**config.mk**
```make
export PLATFORM = sky130hd
export DESIGN_NAME = sa_skew_feeder_flat
export DESIGN_NICKNAME = d
export VERILOG_FILES = /design/src/rtl/sa_pkg.sv /design/src/rtl/sa_skew_feeder_if.sv /design/src/rtl/sa_delay_line.sv /design/src/rtl/sa_skew_feeder.sv /design/src/flat_wrapper.sv
export SDC_FILE = /design/constraint.sdc
export NUM_CORES = 1
export LEC_CHECK = 0
export CAP_MARGIN = 20
export CORE_MARGIN = 10
export CORE_UTILIZATION = 50
export DETAILED_ROUTE_END_ITERATION = 7
export PLACE_DENSITY_LB_ADDON = 0.3
export SYNTH_ARGS = -nofsm -noshare
export SYNTH_HDL_FRONTEND = slang
export SYNTH_HIERARCHICAL = 1
export SYNTH_SLANG_ARGS = --single-unit
export TNS_END_PERCENT = 5
```
**constraint.sdc**
```tcl
create_clock -name clk -period 2.45 [get_ports clk]
set_input_delay 0.49 -clock clk [delete_from_list [all_inputs] [get_ports clk]]
set_output_delay 0.49 -clock clk [all_outputs]
set_load 0.02 [all_outputs]
```
**src/rtl/sa_pkg.sv**
```systemverilog
// Shared constants for the systolic-array feeder rows: widths and feeder FSM state codes.
package sa_pkg;

  localparam int DATA_W_DEF = 8;
  localparam int LEN_W      = 8;
  localparam int STALL_W    = 16;
  localparam int DRAIN_W    = 5;

  typedef logic [1:0] feeder_state_t;

  localparam feeder_state_t ST_IDLE  = 2'd0;
  localparam feeder_state_t ST_RUN   = 2'd1;
  localparam feeder_state_t ST_DRAIN = 2'd2;
  localparam feeder_state_t ST_DONE  = 2'd3;

endpackage

```
**src/rtl/sa_skew_feeder_if.sv**
```systemverilog
// Tile handshake, FIFO read side and PE row output of one skew feeder.
// master = array controller / FIFO / PE side, slave = the feeder itself.
interface sa_skew_feeder_if #(
  parameter int DATA_W = sa_pkg::DATA_W_DEF
);
  import sa_pkg::*;

  logic              start;
  logic [LEN_W-1:0]  tile_len;
  logic              busy;
  logic              done;
  logic              fifo_rd_en;
  logic              fifo_empty;
  logic [DATA_W-1:0] fifo_dout;
  logic [DATA_W-1:0] pe_in;
  logic              pe_valid;

  modport master (
    output start, tile_len, fifo_empty, fifo_dout,
    input  busy, done, fifo_rd_en, pe_in, pe_valid
  );

  modport slave (
    input  start, tile_len, fifo_empty, fifo_dout,
    output busy, done, fifo_rd_en, pe_in, pe_valid
  );

endinterface

```
**src/rtl/sa_delay_line.sv**
```systemverilog
// DEPTH-stage shift register of {valid,data}; DEPTH=0 collapses to wires.
module sa_delay_line #(
  parameter int DATA_W = 8,
  parameter int DEPTH  = 0
) (
  input  logic              clk,
  input  logic              rst_n,
  input  logic              in_valid,
  input  logic [DATA_W-1:0] in_data,
  output logic              out_valid,
  output logic [DATA_W-1:0] out_data
);

  generate
    if (DEPTH == 0) begin : g_wire
      logic unused_clk_rst;
      assign unused_clk_rst = clk ^ rst_n;
      assign out_valid      = in_valid;
      assign out_data       = in_data;
    end else begin : g_shift
      logic [DATA_W:0] stage [DEPTH];

      always_ff @(posedge clk or negedge rst_n) begin
        if (!rst_n) begin
          for (int i = 0; i < DEPTH; i++) stage[i] <= '0;
        end else begin
          stage[0] <= {in_valid, in_data};
          for (int i = 1; i < DEPTH; i++) stage[i] <= stage[i-1];
        end
      end

      assign out_valid = stage[DEPTH-1][DATA_W];
      assign out_data  = stage[DEPTH-1][DATA_W-1:0];
    end
  endgenerate

endmodule

```
**src/rtl/sa_skew_feeder.sv**
```systemverilog
// Pops one tile from the activation FIFO and feeds it to a PE row, delayed by SKEW cycles.
// Optional stall statistics (stall_cnt port) are built when SA_FEEDER_STATS_EN is defined.
module sa_skew_feeder
  import sa_pkg::*;
#(
  parameter int DATA_W = DATA_W_DEF,
  parameter int SKEW   = 0
) (
  input  logic                 clk,
  input  logic                 rst_n,
  sa_skew_feeder_if.slave      bus
`ifdef SA_FEEDER_STATS_EN
  ,
  output logic [STALL_W-1:0]   stall_cnt
`endif
);

  localparam logic [DRAIN_W-1:0] DRAIN_LAST = DRAIN_W'(SKEW + 1);

  feeder_state_t      state;
  logic [LEN_W-1:0]   len_q;
  logic [LEN_W-1:0]   issued;
  logic [DRAIN_W-1:0] drain_cnt;
  logic               pop;
  logic               v1;
  logic               s0_valid;
  logic [DATA_W-1:0]  s0_data;

  assign pop            = (state == ST_RUN) && !bus.fifo_empty && (issued < len_q);
  assign bus.fifo_rd_en = pop;
  assign bus.busy       = (state != ST_IDLE);
  assign bus.done       = (state == ST_DONE);

  // Zero-length tiles skip straight to DONE so the controller still sees a done pulse.
  always_ff @(posedge clk or negedge rst_n) begin
    if (!rst_n) begin
      state     <= ST_IDLE;
      len_q     <= '0;
      issued    <= '0;
      drain_cnt <= '0;
    end else begin
      case (state)
        ST_IDLE: begin
          if (bus.start) begin
            if (bus.tile_len != '0) begin
              state     <= ST_RUN;
              len_q     <= bus.tile_len;
              issued    <= '0;
              drain_cnt <= '0;
            end else begin
              state <= ST_DONE;
            end
          end
        end
        ST_RUN: begin
          if (pop) begin
            issued <= issued + LEN_W'(1);
            if (issued == len_q - LEN_W'(1)) state <= ST_DRAIN;
          end
        end
        ST_DRAIN: begin
          if (drain_cnt == DRAIN_LAST) state <= ST_DONE;
          else drain_cnt <= drain_cnt + DRAIN_W'(1);
        end
        ST_DONE:  state <= ST_IDLE;
        default:  state <= ST_IDLE;
      endcase
    end
  end

  // fifo_dout is only meaningful the cycle after a pop, so gate it with v1 to keep bubbles at 0.
  always_ff @(posedge clk or negedge rst_n) begin
    if (!rst_n) begin
      v1       <= 1'b0;
      s0_valid <= 1'b0;
      s0_data  <= '0;
    end else begin
      v1       <= pop;
      s0_valid <= v1;
      s0_data  <= v1 ? bus.fifo_dout : '0;
    end
  end

  sa_delay_line #(
    .DATA_W (DATA_W),
    .DEPTH  (SKEW)
  ) u_skew (
    .clk       (clk),
    .rst_n     (rst_n),
    .in_valid  (s0_valid),
    .in_data   (s0_data),
    .out_valid (bus.pe_valid),
    .out_data  (bus.pe_in)
  );

`ifdef SA_FEEDER_STATS_EN
  always_ff @(posedge clk or negedge rst_n) begin
    if (!rst_n) begin
      stall_cnt <= '0;
    end else if (state == ST_IDLE && bus.start) begin
      stall_cnt <= '0;
    end else if (state == ST_RUN && issued < len_q && bus.fifo_empty && stall_cnt != '1) begin
      stall_cnt <= stall_cnt + STALL_W'(1);
    end
  end
`endif

endmodule

```
**src/flat_wrapper.sv**
```systemverilog
// flat-port wrapper written by rule: the top's interface ports become plain ports
module sa_skew_feeder_flat import sa_pkg::*;
#(
  parameter int DATA_W = DATA_W_DEF,
  parameter int SKEW   = 0
)
  (clk, rst_n, bus_start, bus_tile_len, bus_fifo_empty, bus_fifo_dout, bus_busy, bus_done, bus_fifo_rd_en, bus_pe_in, bus_pe_valid);
  sa_skew_feeder_if #(.DATA_W(DATA_W)) bus_i ();
  input  logic clk;
  input  logic rst_n;
  input wire logic [$bits(bus_i.start)-1:0] bus_start;
  input wire logic [$bits(bus_i.tile_len)-1:0] bus_tile_len;
  input wire logic [$bits(bus_i.fifo_empty)-1:0] bus_fifo_empty;
  input wire logic [$bits(bus_i.fifo_dout)-1:0] bus_fifo_dout;
  output wire logic [$bits(bus_i.busy)-1:0] bus_busy;
  output wire logic [$bits(bus_i.done)-1:0] bus_done;
  output wire logic [$bits(bus_i.fifo_rd_en)-1:0] bus_fifo_rd_en;
  output wire logic [$bits(bus_i.pe_in)-1:0] bus_pe_in;
  output wire logic [$bits(bus_i.pe_valid)-1:0] bus_pe_valid;
  assign bus_i.start = bus_start;
  assign bus_i.tile_len = bus_tile_len;
  assign bus_i.fifo_empty = bus_fifo_empty;
  assign bus_i.fifo_dout = bus_fifo_dout;
  assign bus_busy = bus_i.busy;
  assign bus_done = bus_i.done;
  assign bus_fifo_rd_en = bus_i.fifo_rd_en;
  assign bus_pe_in = bus_i.pe_in;
  assign bus_pe_valid = bus_i.pe_valid;
  sa_skew_feeder #(.DATA_W(DATA_W), .SKEW(SKEW)) u_core (.clk(clk), .rst_n(rst_n), .bus(bus_i));
endmodule
```
==> Yosys cells after proc, flatten, opt, wreduce, memory -nomap -nowiden <==
Cells that the tools add are included.
{ "op_classes": {"add_sub_neg": 3, "order_cmp": 1, "eq_ne": 11, "n_mux": 15, "reduce_logical": 12} }
{ "op_table": {"columns": ["op", "n"], "rows": [
  ["two-way mux 8 bit", 4],
  ["one-hot mux 8 bit (2 select lines)", 1],
  ["two-way mux 5 bit", 3],
  ["AND reduction 4 bit", 3],
  ["two-way mux 2 bit", 5],
  ["one-hot mux 5 bit (2 select lines)", 1],
  ["adder 8 x 1 -> 8 bit (second input constant)", 1],
  ["equality test 8 bit", 1],
  ["less-than comparator 8 bit", 1],
  ["one-hot mux 2 bit (4 select lines)", 1],
  ["nonzero test 8 bit", 1],
  ["subtractor 8 x 1 -> 8 bit (second input constant)", 1],
  ["!= test 2 x 1 -> 1 bit (second input constant)", 3],
  ["!= test 2 bit (second input constant)", 3],
  ["nonzero test 2 bit", 3],
  ["adder 5 x 1 -> 5 bit (second input constant)", 1],
  ["equality test 5 x 1 -> 1 bit (second input constant)", 1],
  ["equality test 2 bit (second input constant)", 2],
  ["AND reduction 3 bit", 1],
  ["equality test 2 x 1 -> 1 bit (second input constant)", 1],
  ["logical AND 1 bit", 2],
  ["zero test 2 bit", 1],
  ["zero test 1 bit", 1]
]} }
{ "totals": {"register_bits": 33, "input_bits": 20, "output_inout_bits": 12} }

==> Depth between registers and ports, before layout <==
{ "logic_depth": {"ltp_word": 5, "depth_mapped": 9} }

==> By module <==
The synthesis kept the hierarchy.
{ "modules_own_cells": {"columns": ["mod", "instances", "cells_per_inst", "area_per_inst_um2"], "rows": [
  ["sa_skew_feeder", 1, 200, 1944.4],
  ["sa_delay_line", 1, 9, 67.6]
]} }

==> Least setup slack after synthesis <==
OpenSTA, ideal clock, no wires.
{ "synth_path": {"path_kind": "register to output", "from": "reg u_core.len_q[3]", "to": "out bus_fifo_rd_en", "t_arrival_ns": 1.702, "path_slack_ns": 0.258, "stages_incl_launch_ff": 7, "n_path_buf": 0, "cell_sequence": "dfrtp_1 > inv_1 > ha_1 > nand4_1 > a21oi_1 > or3_1 > a31oi_1"} }
{ "synth_via": {"elab_chain_cells": 2} }
{ "synth_lines": {"columns": ["element", "line_no", "rtl"], "rows": [
  ["from (decl)", "sa_skew_feeder.sv:21", "logic [LEN_W-1:0] len_q;"],
  ["from (signal assigned)", "sa_skew_feeder.sv:47", "len_q <= bus.tile_len;"],
  ["less-than comparator 8 bit", "sa_skew_feeder.sv:29", "assign pop = (state == ST_RUN) && !bus.fifo_empty && (issued < len_q);"],
  ["logical AND 1 bit", "sa_skew_feeder.sv:29", null],
  ["to (decl)", "flat_wrapper.sv:17", "output wire logic [$bits(bus_i.fifo_rd_en)-1:0] bus_fifo_rd_en;"]
]} }
No other way between the ends.

==> Worst setup path in the final report <==
Ends and elaborated chain as after synthesis.

==> impl_metrics.csv <==
group,metric,value,unit
timing,fmax,416,MHz
worst_setup_path,reg2reg_depth,8,
timing,fin_crit,2.40,ns
worst_setup_path,endpoint_kind,"output pin",
clock_network,cts-buffers-inserted,5,
global_routing,grt_pass1_wl,7960,um
pwr,p_leak,1.25,nW
worst_setup_path,worstSetupPathType,"flip-flop to output pin",
pwr,sw_frac_of_total,39.9,%
finish,nNetsFinal,303,
synth,yosysWarnings,6,
detailed_routing,drt_iter0_drc,93,
pwr,p_int,1.65,mW
floorplan,start_util,53.4,%
synth,synth.largest_area_cell,"dfrtp_1",
synth,postSynthCellCount,209,
hold_path,worstHoldStart,"u_core/drain_cnt[3]",
timing,finalSetupTns,0,ns
detailed_routing,drc_errors,0,
hold_path,hold_class,"flip-flop to flip-flop",
synth,synth_edf_count,0,
timing,worst_pin_slew,0.839,ns
detailed_routing,dr.pass1.iters,4,
floorplan,fp.dieW,83.4,um
detailed_routing,met2WireLength,2370,um
timing,fin_crit_sh,98.1,%
run_status,status,"complete, no violations",
global_routing,grt_pass1_vias,1672,
synth,synthTopCellsByArea,"dfrtp_1 (41%), ha_1 (10%), o21ai_0 (4.0%)",
worst_setup_path,cp.required,1.96,ns
floorplan,dieHeight,83.4,um
floorplan,rows,22,
pwr,p_seq_share,28.6,%
synth,synthArstFlopShare,100,%
worst_setup_path,worstPathMaxFanout,2,
run,maxCapViolCount,0,
timing,hold_viol_final,0,
synth,syn_area_per_cell,9.63,um^2
timing,drv_slew,0,
global_routing,grt-ovfl-total,0,
clock_network,htreeDepth,2,
synth,synth.top_cell.area_share,41.0,%
pwr,clock_power_share,15.0,%
synth,ys_seq_area_share,41.0,%
pwr,total_power,2.74,mW
worst_setup_path,crit_arrival,1.91,ns
pwr,switchingPower,1.09,mW
timing,maxSlewHeadroom,43.9,%
clock_network,clock_latency,0.29,ns
clock_network,clock_sinks,33,
detailed_routing,dr_wl_met3,217,um
pwr,ir_drop,0.598,mV
detailed_routing,viasPerCell,5.28,
synth,syn-num-nets,245,
worst_setup_path,cp_cell_sequence,"inv_2, ha_4, a21oi_4, nor2_1, or3_1, a31oi_2, buf_4",
finish,num_antenna_cells,0,
floorplan,core-area,0.00377,mm^2
place,place_hpwl,3620,um
place,numPortBuffers,31,
clock_network,cts_tree,"built",
detailed_routing,wl_per_cell,15.2,um
timing,setup-violations-final,0,
synth,post_synth_num_cell_types,44,
finish,nFillCells,295,
detailed_routing,ant_nets,0,
synth,synthFlopType,"dfrtp_1",
global_routing,grt_start_max_net_pins,34,
clock_network,max-clock-path-buffers,2,
detailed_routing,dr_total_vias,1663,
floorplan,die-area,0.00696,mm^2
finish,area_delta_synth_final,32.8,%
synth,ys_ff_latch,33,
worst_setup_path,slowest_stage,"dfrtp_1",
global_routing,antenna_found_initial,0,
worst_setup_path,start_kind,"flip-flop",
hold_path,hold_depth,1,
worst_setup_path,r2r_setup_slack,0.08,ns
pwr,comb_power_share,56.4,%
synth,syn_area,0.00201,mm^2
detailed_routing,wl,4780,um
worst_setup_path,r2r_start,"u_core/len_q[3]",
worst_setup_path,crit_path_max_incr_delay,0.40,ns
detailed_routing,wl_met1,2090,um
worst_setup_path,r2r_end,"u_core/state[0]",
clock_network,clk_pin_slew,0.06,ns
finish,drive_gt1_share,21.0,%
place,gp_congestion,0.865,
hold_path,worstHoldEndpoint,"u_core/drain_cnt[3]",
detailed_routing,highest-signal-layer,"met4",
pwr,p_per_area,1030,mW/mm^2
floorplan,ios,32,
global_routing,track_usage,13.7,%
timing,finalClockSkew,0.00279,ns
clock_network,cts_root_buf,"clkbuf_8",
==> through the flow <==
step | utilization (%) | hold slack, ns | setup slack (ns) | instance area, um^2 | std cells
floorplan | - | 0.194 | 0.258 | 2010 | 209
global placement | 66.4 | 0.511 | -0.118 | 2500 | 304
detailed placement | 66.4 | 0.514 | -0.160 | 2500 | 304
CTS | 68.6 | 0.523 | 0.0152 | 2590 | 311
global route | 70.9 | 0.549 | -0.0207 | 2670 | 315
finish | 70.9 | 0.520 | 0.0464 | 2670 | 315
==> sequential cells by signal, indices dropped and copies added (netlist names) <==
name,count
u_core/s0_data,8
u_core/s0_valid,1
u_core/v1,1
u_core/drain_cnt,5
u_core/state,2
u_core/issued,8
u_core/len_q,8
==> logic make-up after synthesis <==
group           count (synthesis)  synth area share [%]
simple gates                   76                  21.1
mux                             3                  1.49
buf+inv                        29                  7.46
compound gates                 38                  12.8
fa+ha+maj                      16                  9.95
xor+xnor                       14                  6.09
flops                          33                  41.0
==> power by group through the flow <==
stage,clock network (mW),registers [mW],logic (mW)
6_report,0.411,0.785,1.54
5_1_grt,0.440,0.798,1.72
4_1_cts,0.418,0.779,1.44
3_5_place_dp,0,0.790,1.43
3_3_place_gp,0,0.785,1.40
2_1_floorplan,0,0.797,0.919
==> Yosys cell counts (4+ instances only) <==
master	instances
xor2_1	6
buf_4	9
a21oi_1	5
nand2_1	20
xnor2_1	8
o21ai_0	16
dfrtp_1	33
inv_1	18
nand3_1	8
nor2_1	11
and2_1	12
nand4_1	4
ha_1	16
==> cell usage in the layout (no fill, tap or decap), drive strengths merged, types with 3 or more instances in the layout <==
| master | instances |
|---|---|
| dfrtp | 33 |
| buf | 32 |
| clkdlybuf4s50 | 29 |
| nand2 | 20 |
| inv | 18 |
| o21ai | 16 |
| ha | 16 |
| and2 | 12 |
| nor2 | 11 |
| nand3 | 8 |
| xnor2 | 8 |
| clkbuf | 7 |
| a21oi | 7 |
| xor2 | 6 |
| nand4 | 4 |
| o31ai | 4 |
| nor3 | 4 |
| nand2b | 3 |
| mux2i | 3 |
| or4 | 3 |
==> final cells by class <==
cell class / count / area, um^2 / area share (%)
Clock buffer: 7 / 86.3 / 3.23
Multi-Input combinational cell: 147 / 1090 / 40.8
Tap cell: 48 / 60.1 / 2.25
Timing Repair Buffer: 62 / 543 / 20.3
Sequential cell: 33 / 826 / 30.9
Inverter: 18 / 67.6 / 2.53
==> what timing repair did <==
| action | in CTS | in global routing |
|---|---|---|
| buffers inserted | 0 | 4 |
| gates cloned | 0 | 0 |
| setup endpoints to repair | 1 | 2 |
| hold buffers | 0 | 0 |
| resized for setup | 6 | 9 |
| endpoints found under the hold margin | 0 | 0 |
| pin swaps | 1 | 3 |
==> critical path, delay by kind of cell, from the launching register on <==
family	cells	cell delay [ns]
flip-flops	1	0.40
buffers and inverters	2	0.26
adder cells (fa/ha/maj)	1	0.21
AND/OR/NAND/NOR	2	0.42
AO/OA/AOI/OAI	2	0.32
==> worst max path at each step <==
stage | from | endpoint | slack (ns) | cells past startpoint
after floorplan | u_core/len_q[3] | bus_fifo_rd_en | 0.26 | 6
after global placement | u_core/len_q[5] | bus_fifo_rd_en | -0.12 | 6
after detailed placement | u_core/len_q[5] | bus_fifo_rd_en | -0.16 | 6
after CTS | u_core/len_q[5] | bus_fifo_rd_en | 0.02 | 6
after global routing | u_core/len_q[3] | bus_fifo_rd_en | -0.02 | 7
final | u_core/len_q[3] | bus_fifo_rd_en | 0.05 | 7
==> metal layers <==
layer / vias up / track usage [%]
met3: 10 / 4.49
met1: 782 / 16.6
met5: - / 0
met2: 41 / 22.5
met4: 0 / 4.24
li1: 830 / -
No activity file was read; power rests on OpenSTA's default activity.
